`config.mk`:
```
export PLATFORM = sky130hd
export DESIGN_NAME = multpath_driver_flat
export DESIGN_NICKNAME = d
export VERILOG_FILES = /design/src/rtl/multpath_pkg.sv /design/src/rtl/multpath_driver_if.sv /design/src/rtl/multpath_checker.sv /design/src/rtl/multpath_driver.sv /design/src/flat_wrapper.sv
export SDC_FILE = /design/constraint.sdc
export NUM_CORES = 1
export LEC_CHECK = 0
export BUFFER_PORTS_ARGS = -buffer_cell sky130_fd_sc_hd__buf_2
export CAP_MARGIN = 10
export CORE_MARGIN = 2
export CORE_UTILIZATION = 30
export CTS_CLUSTER_SIZE = 12
export DETAILED_ROUTE_END_ITERATION = 8
export PLACE_DENSITY_LB_ADDON = 0.1
export SLEW_MARGIN = 5
export SYNTH_ARGS = -nofsm -noshare
export SYNTH_HDL_FRONTEND = slang
export SYNTH_SLANG_ARGS = --single-unit
```
`constraint.sdc`:
```
create_clock -name clock_666 -period 2.8 [get_ports clock_666]
set_input_delay 0.56 -clock clock_666 [delete_from_list [all_inputs] [get_ports clock_666]]
set_output_delay 0.56 -clock clock_666 [all_outputs]
set_load 0.005 [all_outputs]
```
`src/rtl/multpath_pkg.sv`:
```
// rtl/multpath_pkg.sv - shared widths, state encoding and expected-sum helper for the multicycle adder lab driver
package multpath_pkg;

    localparam int INPUT_WIDTH = 4;
    localparam int SUM_WIDTH   = 5;
    localparam int ERR_WIDTH   = 9;

    typedef enum logic [1:0] {
        IDLE = 2'd0,
        HOLD = 2'd1,
        DONE = 2'd2
    } state_e;

    // Reference adder: operands zero-extended so the carry lands in the top sum bit.
    function automatic logic [SUM_WIDTH-1:0] expected_sum(
        input logic [INPUT_WIDTH-1:0] a,
        input logic [INPUT_WIDTH-1:0] b
    );
        return {1'b0, a} + {1'b0, b};
    endfunction

endpackage

```
`src/rtl/multpath_driver_if.sv`:
```
// rtl/multpath_driver_if.sv - operand/result bundle between the sweep driver and its harness (MULTPATH_DRIVER_ERRLOG_EN adds the error log)
interface multpath_driver_if;
    import multpath_pkg::*;

    logic                   start;
    logic [SUM_WIDTH-1:0]   sum_in;
    logic [INPUT_WIDTH-1:0] A;
    logic [INPUT_WIDTH-1:0] B;
    logic                   busy;
    logic                   done;
    logic                   pass;
    logic [ERR_WIDTH-1:0]   err_count;
`ifdef MULTPATH_DRIVER_ERRLOG_EN
    logic [INPUT_WIDTH-1:0] first_err_a;
    logic [INPUT_WIDTH-1:0] first_err_b;
    logic [SUM_WIDTH-1:0]   first_err_sum;
    logic                   first_err_valid;

    modport master (
        input  start, sum_in,
        output A, B, busy, done, pass, err_count,
        output first_err_a, first_err_b, first_err_sum, first_err_valid
    );

    modport slave (
        output start, sum_in,
        input  A, B, busy, done, pass, err_count,
        input  first_err_a, first_err_b, first_err_sum, first_err_valid
    );
`else
    modport master (
        input  start, sum_in,
        output A, B, busy, done, pass, err_count
    );

    modport slave (
        output start, sum_in,
        input  A, B, busy, done, pass, err_count
    );
`endif

endinterface

```
`src/rtl/multpath_checker.sv`:
```
// rtl/multpath_checker.sv - compares returned sums against A+B on compare strobes; MULTPATH_DRIVER_ERRLOG_EN adds the first-error log
module multpath_checker
    import multpath_pkg::*;
(
    input  logic                   clk,
    input  logic                   reset,
    input  logic                   clear,
    input  logic                   cmp_stb,
    input  logic [INPUT_WIDTH-1:0] a,
    input  logic [INPUT_WIDTH-1:0] b,
    input  logic [SUM_WIDTH-1:0]   sum_in,
`ifdef MULTPATH_DRIVER_ERRLOG_EN
    output logic [INPUT_WIDTH-1:0] first_err_a,
    output logic [INPUT_WIDTH-1:0] first_err_b,
    output logic [SUM_WIDTH-1:0]   first_err_sum,
    output logic                   first_err_valid,
`endif
    output logic [ERR_WIDTH-1:0]   err_count
);

    logic                 mismatch;
    logic [ERR_WIDTH-1:0] err_q;

    assign mismatch  = cmp_stb && (sum_in != expected_sum(a, b));
    assign err_count = err_q;

    // 256 pairs per sweep fit in 9 bits, so the counter never wraps.
    always_ff @(posedge clk) begin
        if (reset || clear) begin
            err_q <= '0;
        end else if (mismatch) begin
            err_q <= err_q + 1'b1;
        end
    end

`ifdef MULTPATH_DRIVER_ERRLOG_EN
    logic [INPUT_WIDTH-1:0] log_a_q;
    logic [INPUT_WIDTH-1:0] log_b_q;
    logic [SUM_WIDTH-1:0]   log_sum_q;
    logic                   log_valid_q;

    always_ff @(posedge clk) begin
        if (reset || clear) begin
            log_a_q     <= '0;
            log_b_q     <= '0;
            log_sum_q   <= '0;
            log_valid_q <= 1'b0;
        end else if (mismatch && !log_valid_q) begin
            log_a_q     <= a;
            log_b_q     <= b;
            log_sum_q   <= sum_in;
            log_valid_q <= 1'b1;
        end
    end

    assign first_err_a     = log_a_q;
    assign first_err_b     = log_b_q;
    assign first_err_sum   = log_sum_q;
    assign first_err_valid = log_valid_q;
`endif

endmodule

```
`src/rtl/multpath_driver.sv`:
```
// rtl/multpath_driver.sv - exhaustive 4-bit operand sweep with a HOLD-cycle multicycle window per pair (MULTPATH_DRIVER_ERRLOG_EN adds the error log)
module multpath_driver #(
    parameter int HOLD = 4
) (
    input  logic                clock_666,
    input  logic                reset,
    multpath_driver_if.master   bus
);

    localparam int IW = multpath_pkg::INPUT_WIDTH;
    localparam int EW = multpath_pkg::ERR_WIDTH;

    // The package state names are re-exposed as plain constants; HOLD is also the window parameter.
    localparam logic [1:0] ST_IDLE = multpath_pkg::IDLE;
    localparam logic [1:0] ST_HOLD = multpath_pkg::HOLD;
    localparam logic [1:0] ST_DONE = multpath_pkg::DONE;

    localparam logic [3:0] HOLD_LAST = 4'(HOLD - 1);

    logic [1:0]    state;
    logic [3:0]    hold_cnt;
    logic [IW-1:0] a_q;
    logic [IW-1:0] b_q;
    logic          cmp_edge;
    logic          last_pair;
    logic          sweep_start;
    logic [EW-1:0] err_count;

    assign cmp_edge    = (state == ST_HOLD) && (hold_cnt == HOLD_LAST);
    assign last_pair   = (a_q == '1) && (b_q == '1);
    assign sweep_start = ((state == ST_IDLE) || (state == ST_DONE)) && bus.start;

    always_ff @(posedge clock_666) begin
        if (reset) begin
            state    <= ST_IDLE;
            hold_cnt <= '0;
            a_q      <= '0;
            b_q      <= '0;
        end else begin
            case (state)
                ST_IDLE, ST_DONE: begin
                    if (bus.start) begin
                        state    <= ST_HOLD;
                        hold_cnt <= '0;
                        a_q      <= '0;
                        b_q      <= '0;
                    end
                end
                ST_HOLD: begin
                    if (!cmp_edge) begin
                        hold_cnt <= hold_cnt + 4'd1;
                    end else begin
                        hold_cnt <= '0;
                        // The final pair stays on the bus after the sweep ends.
                        if (last_pair) begin
                            state <= ST_DONE;
                        end else begin
                            b_q <= b_q + 1'b1;
                            if (b_q == '1) begin
                                a_q <= a_q + 1'b1;
                            end
                        end
                    end
                end
                default: begin
                    state    <= ST_IDLE;
                    hold_cnt <= '0;
                    a_q      <= '0;
                    b_q      <= '0;
                end
            endcase
        end
    end

    multpath_checker u_checker (
        .clk             (clock_666),
        .reset           (reset),
        .clear           (sweep_start),
        .cmp_stb         (cmp_edge),
        .a               (a_q),
        .b               (b_q),
        .sum_in          (bus.sum_in),
`ifdef MULTPATH_DRIVER_ERRLOG_EN
        .first_err_a     (bus.first_err_a),
        .first_err_b     (bus.first_err_b),
        .first_err_sum   (bus.first_err_sum),
        .first_err_valid (bus.first_err_valid),
`endif
        .err_count       (err_count)
    );

    assign bus.A         = a_q;
    assign bus.B         = b_q;
    assign bus.busy      = (state == ST_HOLD);
    assign bus.done      = (state == ST_DONE);
    assign bus.pass      = (state == ST_DONE) && (err_count == '0);
    assign bus.err_count = err_count;

endmodule

```
`src/flat_wrapper.sv`:
```
// flat-port wrapper written by rule: the top's interface ports become plain ports
module multpath_driver_flat 
#(
    parameter int HOLD = 4
)
  (clock_666, reset, bus_start, bus_sum_in, bus_A, bus_B, bus_busy, bus_done, bus_pass, bus_err_count);
  multpath_driver_if bus_i ();
  input  logic clock_666;
  input  logic reset;
  input wire logic [$bits(bus_i.start)-1:0] bus_start;
  input wire logic [$bits(bus_i.sum_in)-1:0] bus_sum_in;
  output wire logic [$bits(bus_i.A)-1:0] bus_A;
  output wire logic [$bits(bus_i.B)-1:0] bus_B;
  output wire logic [$bits(bus_i.busy)-1:0] bus_busy;
  output wire logic [$bits(bus_i.done)-1:0] bus_done;
  output wire logic [$bits(bus_i.pass)-1:0] bus_pass;
  output wire logic [$bits(bus_i.err_count)-1:0] bus_err_count;
  assign bus_i.start = bus_start;
  assign bus_i.sum_in = bus_sum_in;
  assign bus_A = bus_i.A;
  assign bus_B = bus_i.B;
  assign bus_busy = bus_i.busy;
  assign bus_done = bus_i.done;
  assign bus_pass = bus_i.pass;
  assign bus_err_count = bus_i.err_count;
  multpath_driver #(.HOLD(HOLD)) u_core (.clock_666(clock_666), .reset(reset), .bus(bus_i));
endmodule
```
Yosys cells after proc, flatten, opt, wreduce, memory -nomap -nowiden:

Index checks and enable logic that the tools add are counted.

* register bits after elaboration: 23
* ROM bits: 0
* RAM bits: 0
* output and inout bits: 20
* latch bits: 0
* memories kept: 0

* add/sub/neg operators: 5
* eq/ne operators: 11
* multiplexer cells: 14
* reduce and logical (&&, ||, !) cells: 13
* div/mod/pow operators: 0
* magnitude comparators: 0
* shifts and indexed selects: 0
* bitwise operators: 0
* $mul: 0

Operators by type and width (number)
* 2-to-1 mux 4 bit: 7
* case mux 4 bit (2 select lines): 3
* adder 4 x 1 -> 4 bit, second input constant: 3
* adder 9 x 1 -> 9 bit, second input constant: 1
* zero test 9 bit: 1
* == test 4 bit, second input constant: 2
* 2-to-1 mux 2 bit: 3
* != test 2 x 1 -> 1 bit, second input constant: 3
* AND reduction 3 bit: 2
* adder 4 x 4 -> 5 bit: 1
* logical AND 1 bit: 5
* != test 5 bit: 1
* == test 4 x 2 -> 1 bit, second input constant: 1
* != test 2 bit, second input constant: 2
* case mux 2 bit (2 select lines): 1
* AND reduction 4 bit: 1
* == test 2 x 1 -> 1 bit, second input constant: 1
* == test 2 bit, second input constant: 1
* zero test 2 bit: 1
* logical OR 1 bit: 2
* OR reduction 2 bit: 1

Longest topological paths before layout:

Gate-level depths: netlist of run 1.

* depth in word-level cells: 5
* depth in mapped cells: 8
* depth with buffers taken out: 8

Hierarchy:

A second synthesis of run 1 with hierarchy kept.

* cells, all modules: 166
* area total of the unflattened synthesis: 1418.9 µm²

Modules (own cells, without submodules)
* multpath_driver: cells each 92, area each 759.5 µm², instances 1
* multpath_checker: cells each 74, area each 659.4 µm², instances 1

Least setup slack after synthesis of run 1:

No wires, ideal clock.

* path type: register -> register
* start: reg u_core.b_q[0], in the netlist u_core.bus.B[0]
* end: reg u_core.u_checker.err_q[6], in the netlist u_core.u_checker.err_count[6]
* required time: 2676 ps
* arrival: 2064 ps
* library setup time: 124 ps
* buffers on the path: 0
* path slack: 612 ps
* cell stages (with the launch flop): 9
* cell sequence: dfxtp_1 > ha_1 > fa_1 > xnor2_1 > xnor2_1 > a2111oi_4 > a2111oi_1 > a21o_1 > a21oi_1

* cells in the longest elaborated chain, start to end: 3

RTL lines
* start, declared: RTL line multpath_driver.sv:23 `logic [IW-1:0] b_q;`
* start signal, assigned: RTL line multpath_driver.sv:58 `b_q <= b_q + 1'b1;`
* adder 4 x 4 -> 5 bit: RTL line multpath_pkg.sv:19 `return {1'b0, a} + {1'b0, b};`
* != test 5 bit: RTL line multpath_checker.sv:24 `assign mismatch = cmp_stb && (sum_in != expected_sum(a, b));`
* logical AND 1 bit: RTL line multpath_checker.sv:24
* end signal, assigned: RTL line multpath_checker.sv:32 `err_q <= err_q + 1'b1;`
* end, declared: RTL line multpath_checker.sv:22 `logic [ERR_WIDTH-1:0] err_q;`

No other way between the ends.
A chain may end at the register's enable or synchronous reset.

Worst setup path in the final report of run 1:

* start: reg u_core.b_q[0], in the netlist u_core.bus.B[0]
* end: reg u_core.u_checker.err_q[7], in the netlist u_core.u_checker.err_count[7]

Same word-level chain as after synthesis.

==> metrics.cfg, run 1 <==
[routing]
drt_pass1_iterations=4
viasPerCell=5.14
routed_wl_um=3250
drt_iter0_drc=40
drcViolationCount=0
detail_route.wl_per_cell_um=13.6
vias=1229
drtAntennaViolNets=0

[pwr]
pwr-share-clk_pct=33.9
seqPwrFrac_pct=54.6
p_leak_uw=0.000700
internal_power_uw=457
switching_share_pct=25.4
netSwitchingPower_uw=156
pwr-share-comb_pct=11.5
p_per_area_mw_per_mm2=378
peakVddDrop_mv=0.360

[grt]
grt_pass1_wl_um=5340
top_usage_layer=met2
antenna_found_initial=0
use_met2_pct=19.9
grt_max_degree=14
grt_overflow=0
grt_pass1_vias=1118
grt_usage_pct=12.9
met3_usage_pct=3.19
use_met1_pct=18.0

[worst_setup_path]
critical_path.max_fanout=6
arrival_ps=2590
crit_path_end_kind=flip-flop
critPathKind=reg2reg
r2r_start=u_core.bus.B[0]
crit_path_start_kind=flip-flop
crit_required_ps=3000
crit_start=u_core.bus.B[0]
crit_family=adder cells
path_buf_inv=0
cpMostUsedCell=xnor2_1
slowest_stage=fa_1
cpPeakStageDelay_ps=410
crit_path_cell_trace=ha_1 -> fa_1 -> xnor2_1 -> xnor2_1 -> a2111oi_4 -> and2_1 -> nor4_1 -> mux2i_1

[synthesis]
ys_seq_area_share_pct=32.9
syn-num-nets=178
synth_area_leaders=dfxtp_1, ha_1, nor2_1, nand2b_1, nand2_1
async_flop_share_pct=0
syn_inst=160
synth-edff-count=0
avgSynthCellArea_um2=8.76
yosys.cell_count.top_type=dfxtp_1
synthDistinctLibCells=42
syn_area_mm2=0.00140
ys.warnings.count=0
synth_top_area_share_pct=32.9
ys_ff_latch=23
synth_ff_type=dfxtp_1
synth_area_leader_cell=dfxtp_1
ys_top_cells_by_count=dfxtp_1, nor2_1, nand2_1

[min_path]
hp-class=reg2reg
hold_start=u_core.u_checker.err_count[8]

[layout]
drive_above_1_share_pct=20.9
nets=206
num_antenna_cells=0
final_util_pct=36.8
fillCellCount=474
area_growth_pct=15.9

[clock_network]
insertion_delay_ps=260
cts_sinks=23
cts-root-buf=clkbuf_8
cts_tree=done
htree_levels=1
post-cts-setup-buffers=0
clk_transition_reported_paths_ps=80
clock_path_buffers=2
cts-resized-gates=0
hold_buffers=0
cts_made_buffers=3

[placed_design]
hpwlAfterDp_um=2530
pre_cts_ws_ps=431
gp_congestion=0.738
io_buffers=27

[sta]
max_freq_mhz=418
tns_ps=0
max-slew-margin-rel_pct=58.5
final-hold-violation-count=0
grt_setup_unrepaired=false
period_needed_ps=2390
fin_crit_sh_pct=85.4
worstMarginPinSlew_ps=621
slew_violations=0
skew_ps=3.97
finalSetupViolCount=0
worst_slack_ps=409

[run_status]
outcome=finished clean

[floorplan]
die_w_um=72.3
io_pins=28
die-height_um=72.3
core_mm2=0.00441
dieArea_mm2=0.00523
num_rows=24
start_util_pct=31.7

[job]
cap_violations=0

-- placed cells by master, fill, tap and decap left out, types with 3 or more instances in the layout --
master | synthesis | layout
nand2b_1 | 9 | 9
a21o_1 | 4 | 4
buf_2 | 0 | 27
xnor2_1 | 4 | 4
inv_1 | 4 | 4
dfxtp_1 | 23 | 23
nor4_1 | 3 | 3
xor2_1 | 6 | 6
nor2_1 | 18 | 18
nand4_1 | 3 | 3
a21oi_1 | 9 | 9
nand3_1 | 9 | 9
nand2_1 | 14 | 14
ha_1 | 9 | 9
clkbuf_8 | 0 | 3
mux2i_1 | 5 | 5
-- area by class of cell --
| type | count | area (um^2) | share of cell area [%] |
|---|---|---|---|
| multi-input cells | 128 | 900 | 55.4 |
| inverters | 5 | 18.8 | 1.16 |
| clock buffers | 4 | 45.0 | 2.77 |
| well taps | 52 | 65.1 | 4.01 |
| flip-flops and latches | 23 | 460 | 28.4 |
| repair buffers | 27 | 135 | 8.32 |
-- worst min-delay path, cell delays in order (launching register included) --
cell and delay [ps]:
dfxtp_1 340, nand2_1 60, mux2i_1 50
-- registers in the layout (all words and copies together), names as in the netlist --
signal	count
u_core.u_checker.err_count	9
u_core.hold_cnt	4
u_core.bus.A	4
u_core.bus.B	4
u_core.state	2
-- per-stage QoR --
step	area [um^2]	std cells	total power, uW	hold slack [ps]
floorplan	1400	160	395	471
global placement	1580	235	413	471
detailed placement	1580	235	414	471
CTS	1620	239	627	492
global route	1620	239	649	504
finish	1620	239	613	490
-- path summary, 6_finish.rpt --
| path | end | slack (ps) | cells after the start |
|---|---|---|---|
| setup / recovery | u_core.u_checker.err_count[7] | 410 | 8 |
| setup reg to reg | u_core.u_checker.err_count[7] | 410 | 8 |
| hold reg to reg | u_core.u_checker.err_count[8] | 490 | 2 |
| hold / removal | u_core.u_checker.err_count[8] | 490 | 2 |
-- logic make-up (layout without fill, tap and decap cells) --
group,count (synthesis),in the layout,synth area share (%)
AND/OR/NAND/NOR,71,71,26.7
adder cells (fa/ha/maj),10,10,9.46
buffers and inverters,9,36,2.95
XOR/XNOR,10,10,6.25
multiplexers,5,5,3.57
flip-flops,23,23,32.9
AO/OA/AOI/OAI,32,32,18.2
-- routing by layer --
layer	share of wire, %	vias up
met3	3.7	2
met2	45	23
li1	-	631
met4	0.62	0
met1	51	573
met5	0	-
-- power by group through the flow --
stage	combinational [uW]	sequential, uW	clock [uW]
floorplan	53.5	342	0
finish	70.3	335	208
detailed placement	71.0	343	0
global route	79.0	336	233
CTS	71.4	335	221
global placement	70.3	343	0
(Power assumes the default switching activity.)
==> inputs of run 2 (changes only) <==
--- a/config.mk
+++ b/config.mk
@@ -5,6 +5,7 @@
 export SDC_FILE = /design/constraint.sdc
 export NUM_CORES = 1
 export LEC_CHECK = 0
+export ABC_AREA = 1
 export BUFFER_PORTS_ARGS = -buffer_cell sky130_fd_sc_hd__buf_2
 export CAP_MARGIN = 10
 export CORE_MARGIN = 2
==> constraint.sdc (replaced) <==
create_clock -name clock_666 -period 2.8 [get_ports clock_666]
set_input_delay 0.56 -clock clock_666 [delete_from_list [all_inputs] [get_ports clock_666]]
set_output_delay 0.56 -clock clock_666 [all_outputs]
set_load 0.02 [all_outputs]
==> metrics.cfg, run 2 <==
[worst_setup_path]
crit_path_start_kind=flip-flop  ; unchanged
crit_path_cell_trace=ha_1 -> fa_1 -> xnor2_1 -> nand2_1 -> nor2_4 -> nand3_4 -> nand2_4 -> nand2_1 -> a21oi_1  ; was ha_1 -> fa_1 -> xnor2_1 -> xnor2_1 -> a2111oi_4 -> and2_1 -> nor4_1 -> mux2i_1
arrival_ps=2260  ; was 2590 ps
crit_family=adder cells  ; unchanged
critPathKind=reg2reg  ; unchanged
path_buf_inv=0  ; unchanged
cpMostUsedCell=nand2_1  ; was xnor2_1
slowest_stage=dfxtp_1  ; was fa_1
crit_required_ps=2990  ; was 3000 ps
crit_path_end_kind=flip-flop  ; unchanged
critical_path.max_fanout=10  ; was 6
cpPeakStageDelay_ps=450  ; was 410 ps

[floorplan]
start_util_pct=31.7  ; about the same
core_mm2=0.00482  ; was 0.00441 mm^2
die-height_um=75.4  ; was 72.3 um
dieArea_mm2=0.00568  ; was 0.00523 mm^2
io_pins=28  ; unchanged
num_rows=25  ; was 24
die_w_um=75.4  ; was 72.3 um

[pwr]
peakVddDrop_mv=0.183  ; was 0.360 mV
p_leak_uw=0.000806  ; was 0.000700 uW
p_per_area_mw_per_mm2=364  ; was 378 mW/mm^2

[synthesis]
syn_area_mm2=0.00153  ; was 0.00140 mm^2
ys_seq_area_share_pct=30.1  ; was 32.9%
yosys.cell_count.top_type=nand2_1  ; was dfxtp_1
synth_top_area_share_pct=30.1  ; was 32.9%
synthDistinctLibCells=33  ; was 42
synth_ff_type=dfxtp_1  ; unchanged
ys_top_cells_by_count=nand2_1, nand3_1, dfxtp_1  ; was dfxtp_1, nor2_1, nand2_1
ys.warnings.count=0  ; unchanged
syn-num-nets=226  ; was 178
syn_inst=208  ; was 160
synth_area_leaders=dfxtp_1, nand2_1, nand3_1, ha_1, a21oi_1  ; was dfxtp_1, ha_1, nor2_1, nand2b_1, nand2_1
async_flop_share_pct=0  ; unchanged
avgSynthCellArea_um2=7.35  ; was 8.76 um^2
synth_area_leader_cell=dfxtp_1  ; unchanged
synth-edff-count=0  ; unchanged
ys_ff_latch=23  ; unchanged

[placed_design]
hpwlAfterDp_um=2640  ; was 2530 um
io_buffers=27  ; unchanged
gp_congestion=0.749  ; was 0.738

[clock_network]
cts-resized-gates=0  ; unchanged
insertion_delay_ps=270  ; was 260 ps
hold_buffers=0  ; unchanged
clock_path_buffers=2  ; unchanged
cts-root-buf=clkbuf_8  ; unchanged
clk_transition_reported_paths_ps=90  ; was 80 ps
cts_made_buffers=3  ; unchanged
cts_tree=done  ; unchanged
htree_levels=1  ; unchanged
cts_sinks=23  ; unchanged
post-cts-setup-buffers=0  ; unchanged

[grt]
grt_pass1_vias=1281  ; was 1,118
grt_overflow=0  ; unchanged
antenna_found_initial=0  ; unchanged
grt_pass1_wl_um=6040  ; was 5340 um
grt_max_degree=14  ; unchanged
grt_usage_pct=13.8  ; was 12.9%

[sta]
final-hold-violation-count=0  ; unchanged
max-slew-margin-rel_pct=73.7  ; was 58.5%
tns_ps=0  ; unchanged
slew_violations=0  ; unchanged
skew_ps=8.69  ; was 3.97 ps
period_needed_ps=2070  ; was 2390 ps
worstMarginPinSlew_ps=393  ; was 621 ps
finalSetupViolCount=0  ; unchanged
max_freq_mhz=483  ; was 418 MHz
grt_setup_unrepaired=false  ; unchanged
fin_crit_sh_pct=73.9  ; was 85.4%

[routing]
wl_met2_um=1520  ; was 1460 um
detail_route.wl_per_cell_um=11.1  ; was 13.6 um
highest_layer=met4  ; unchanged
drt-met1-wl_um=1680  ; was 1650 um
routed_wl_um=3380  ; was 3250 um
wl_met3_um=135  ; was 119 um
drt_iter0_drc=69  ; was 40
drcViolationCount=0  ; unchanged
drt_pass1_iterations=4  ; unchanged
drtAntennaViolNets=0  ; unchanged
viasPerCell=4.56  ; was 5.14
vias=1387  ; was 1,229

[layout]
drive_above_1_share_pct=20.7  ; was 20.9%
largest_reg_flops=9  ; unchanged
area_growth_pct=16.4  ; was 15.9%
fillCellCount=560  ; was 474
layout_common_cells=nand2_1, nand3_1, buf_2  ; was buf_2, dfxtp_1, nor2_1
final_common_cell=nand2_1  ; was buf_2
nets=256  ; was 206
num_antenna_cells=0  ; unchanged
final_util_pct=36.9  ; was 36.8%

[run_status]
outcome=finished clean  ; unchanged

[min_path]
hp-class=reg2reg  ; unchanged

[job]
cap_violations=0  ; unchanged

[run 2: cells by family (layout without fill, tap and decap cells)]
kind of cell | Yosys count | in the layout | share of synthesized area [%]
flip-flops | 23 | 23 | 30.1
XOR/XNOR | 11 | 11 | 6.30
AO/OA/AOI/OAI | 31 | 31 | 12.3
buffers and inverters | 28 | 57 | 7.69
adder cells (fa/ha/maj) | 10 | 10 | 8.67
AND/OR/NAND/NOR | 105 | 105 | 34.9
[run 2: layout make-up]
class | instances | area, um^2 | share of cell area [%]
multi-input combinational | 157 | 951 | 53.4
sequential | 23 | 460 | 25.9
timing repair buffer | 27 | 135 | 7.59
inverter | 26 | 103 | 5.77
tap | 67 | 83.8 | 4.71
clock buffer | 3 | 41.3 | 2.32
clock inverter | 1 | 5.00 | 0.281
[run 2: power breakdown]
group          total (uW)  switching, uW  internal, uW
sequential            340           7.45           333
clock                 211            111          99.4
combinational        96.8           65.9          30.9
[run 2: tightest hold or removal path, stage by stage, from the launching register on]
cell and delay (ps):
dfxtp_1 330, nand2_1 60, a21oi_1 50
[run 2: worst paths after layout]
path | start | to | slack (ps) | cells past startpoint
worst max-delay path | u_core.bus.A[0] | u_core.u_checker.err_count[8] | 730 | 9
worst min-delay path | u_core.hold_cnt[3] | u_core.hold_cnt[3] | 480 | 2
worst max register to register | u_core.bus.A[0] | u_core.u_checker.err_count[8] | 730 | 9
worst min register to register | u_core.hold_cnt[3] | u_core.hold_cnt[3] | 480 | 2
[run 2: per-stage QoR]
step	worst slack, ps	hold slack, ps	cells	power [uW]	cell area (um^2)
after detailed placement	744	464	300	446	1730
final	730	478	304	648	1780
after global routing	561	523	304	686	1780
after CTS	730	478	304	658	1780
after global placement	773	462	300	446	1730
after floorplan	665	449	208	419	1530
[run 2: routing by layer]
layer  vias to the layer above  GRT usage, %
met2                        20          21.6
li1                        750             -
met5                         -             0
met3                         4          2.51
met4                         0          3.90
met1                       613          19.3
==> inputs of run 3 (changes only) <==
==> constraint.sdc (replaced) <==
create_clock -name clock_666 -period 2.1 [get_ports clock_666]
set_input_delay 0.42 -clock clock_666 [delete_from_list [all_inputs] [get_ports clock_666]]
set_output_delay 0.42 -clock clock_666 [all_outputs]
set_load 0.02 [all_outputs]
==> metrics.cfg, run 3 (synthesized netlist as in run 2, its figures left out) <==
[routing]
drtAntennaViolNets=0  ; unchanged
viasPerCell=4.59  ; was 4.56
drt_pass1_iterations=5  ; was 4
drt_iter0_drc=77  ; was 69
vias=1428  ; was 1,387
routed_wl_um=3490  ; was 3380 um
drcViolationCount=0  ; unchanged
detail_route.wl_per_cell_um=11.2  ; was 11.1 um

[clock_network]
cts-root-buf=clkbuf_8  ; unchanged
cts_tree=done  ; unchanged
clock_path_buffers=2  ; unchanged
htree_levels=1  ; unchanged
insertion_delay_ps=260  ; was 270 ps
cts_made_buffers=3  ; unchanged
clk_transition_reported_paths_ps=80  ; was 90 ps
cts_sinks=23  ; unchanged

[worst_setup_path]
r2r_start=u_core.bus.B[0]  ; was u_core.bus.A[0]
crit_required_ps=2260  ; was 2990 ps
r2r_cells=9  ; unchanged
crit_path_start_kind=flip-flop  ; unchanged
reg2reg_to=u_core.u_checker.err_count[7]  ; was u_core.u_checker.err_count[8]
ff2ff_setup_slack_ps=160  ; was 730 ps
critical_path.max_fanout=9  ; was 10
arrival_ps=2100  ; was 2260 ps
crit_path_end_kind=flip-flop  ; unchanged
critPathKind=reg2reg  ; unchanged

[sta]
worst_slack_ps=156  ; was 730 ps
grt_setup_unrepaired=false  ; unchanged
whs_ps=482  ; was 478 ps
finalSetupViolCount=0  ; unchanged
worstMarginPinSlew_ps=393  ; about the same
tns_ps=0  ; unchanged
max-slew-margin-rel_pct=73.7  ; about the same
period_needed_ps=1940  ; was 2070 ps
max_freq_mhz=514  ; was 483 MHz
final-hold-violation-count=0  ; unchanged
slew_violations=0  ; unchanged
fin_crit_sh_pct=92.6  ; was 73.9%
skew_ps=1.79  ; was 8.69 ps

[layout]
layoutNonFillerInstCount=311  ; was 304
final_common_cell=nand2_1  ; unchanged
drive_above_1_share_pct=22.5  ; was 20.7%
largest_reg_flops=9  ; unchanged
layout_common_cells=nand2_1, nand3_1, buf_2  ; unchanged
nets=263  ; was 256
num_antenna_cells=0  ; unchanged
area_growth_pct=20.3  ; was 16.4%

[min_path]
holdPathEnd=u_core.hold_cnt[3]  ; unchanged
hold_start=u_core.hold_cnt[3]  ; unchanged
min_delay_path_depth=2  ; unchanged
hp-class=reg2reg  ; unchanged

[grt]
grt_usage_pct=13.8  ; about the same
grt_max_degree=14  ; unchanged
grt_pass1_vias=1318  ; was 1,281
grt_pass1_wl_um=6000  ; was 6040 um
grt_overflow=0  ; unchanged
antenna_found_initial=0  ; unchanged

[placed_design]
gp_congestion=0.757  ; was 0.749
io_buffers=27  ; unchanged
pre_cts_ws_ps=156  ; was 744 ps
dp_cells=304  ; was 300
hpwlAfterDp_um=2690  ; was 2640 um

[floorplan]
die-height_um=75.4  ; unchanged
core_mm2=0.00482  ; unchanged
die_w_um=75.4  ; unchanged
num_rows=25  ; unchanged
dieArea_mm2=0.00568  ; unchanged
io_pins=28  ; unchanged
start_util_pct=31.7  ; unchanged

[pwr]
p_per_area_mw_per_mm2=472  ; was 364 mW/mm^2
peakVddDrop_mv=0.263  ; was 0.183 mV
p_leak_uw=0.000839  ; was 0.000806 uW

[run_status]
outcome=finished clean  ; unchanged

[job]
cap_violations=0  ; unchanged

[run 3: changes by cell type in the layout (fill, tap and decap cells not counted), sizes merged]
cell	delta
clkinv	-1
clkbuf	+1
buf	+7
[run 3: layout make-up]
| class | instances | area [um^2] |
|---|---|---|
| fill | 542 | 2980 |
| multi-input combinational | 157 | 960 |
| sequential | 23 | 460 |
| timing repair buffer | 34 | 188 |
| inverter | 26 | 103 |
| tap | 67 | 83.8 |
| clock buffer | 4 | 45.0 |
[run 3: metal layers]
| metal | vias up | routed length (um) | GRT usage [%] |
|---|---|---|---|
| met2 | 24 | 1630 | 23.0 |
| li1 | 761 | - | - |
| met1 | 641 | 1680 | 18.2 |
| met4 | 0 | 29 | 3.70 |
| met5 | - | 0 | 0 |
| met3 | 2 | 141 | 2.91 |
[run 3: power breakdown]
group	leakage (uW)	internal, uW	total [uW]	switching, uW
registers	0.000186	444	452	7.96
clock network	0.0000228	136	283	147
logic	0.000630	44.4	134	90.0
total	0.000839	623	869	245
[run 3: through the flow]
step | area [um^2] | total power, uW | utilization (%)
floorplan | 1530 | 558 | -
global placement | 1760 | 597 | 36.6
detailed placement | 1760 | 596 | 36.6
CTS | 1810 | 882 | 37.5
global route | 1840 | 909 | 38.2
finish | 1840 | 869 | 38.2
[run 3: repair_timing]
action	4_1_cts	5_1_grt
setup buffers	0	3
hold buffers	0	0
gates resized for setup	0	1
endpoints found under the hold margin	0	0
setup endpoints to repair	0	5
[run 3: worst max-delay path by stage]
stage                                         end  slack (ps)             from
floorplan           u_core.u_checker.err_count[5]         100  u_core.bus.A[0]
CTS                 u_core.u_checker.err_count[8]         150  u_core.bus.B[0]
detailed placement  u_core.u_checker.err_count[8]         160  u_core.bus.B[0]
global placement    u_core.u_checker.err_count[8]         170  u_core.bus.B[0]
global route        u_core.u_checker.err_count[8]           2  u_core.bus.B[0]
finish              u_core.u_checker.err_count[7]         160  u_core.bus.B[0]
[run 3: worst max-delay path, stage by stage (launching register included)]
cell	delay, ps
dfxtp_1	320
ha_1	230
fa_1	500
xnor2_1	110
nand2_1	100
nor2_4	130
nand3_4	150
buf_4	180
nand3_1	60
a21oi_1	60
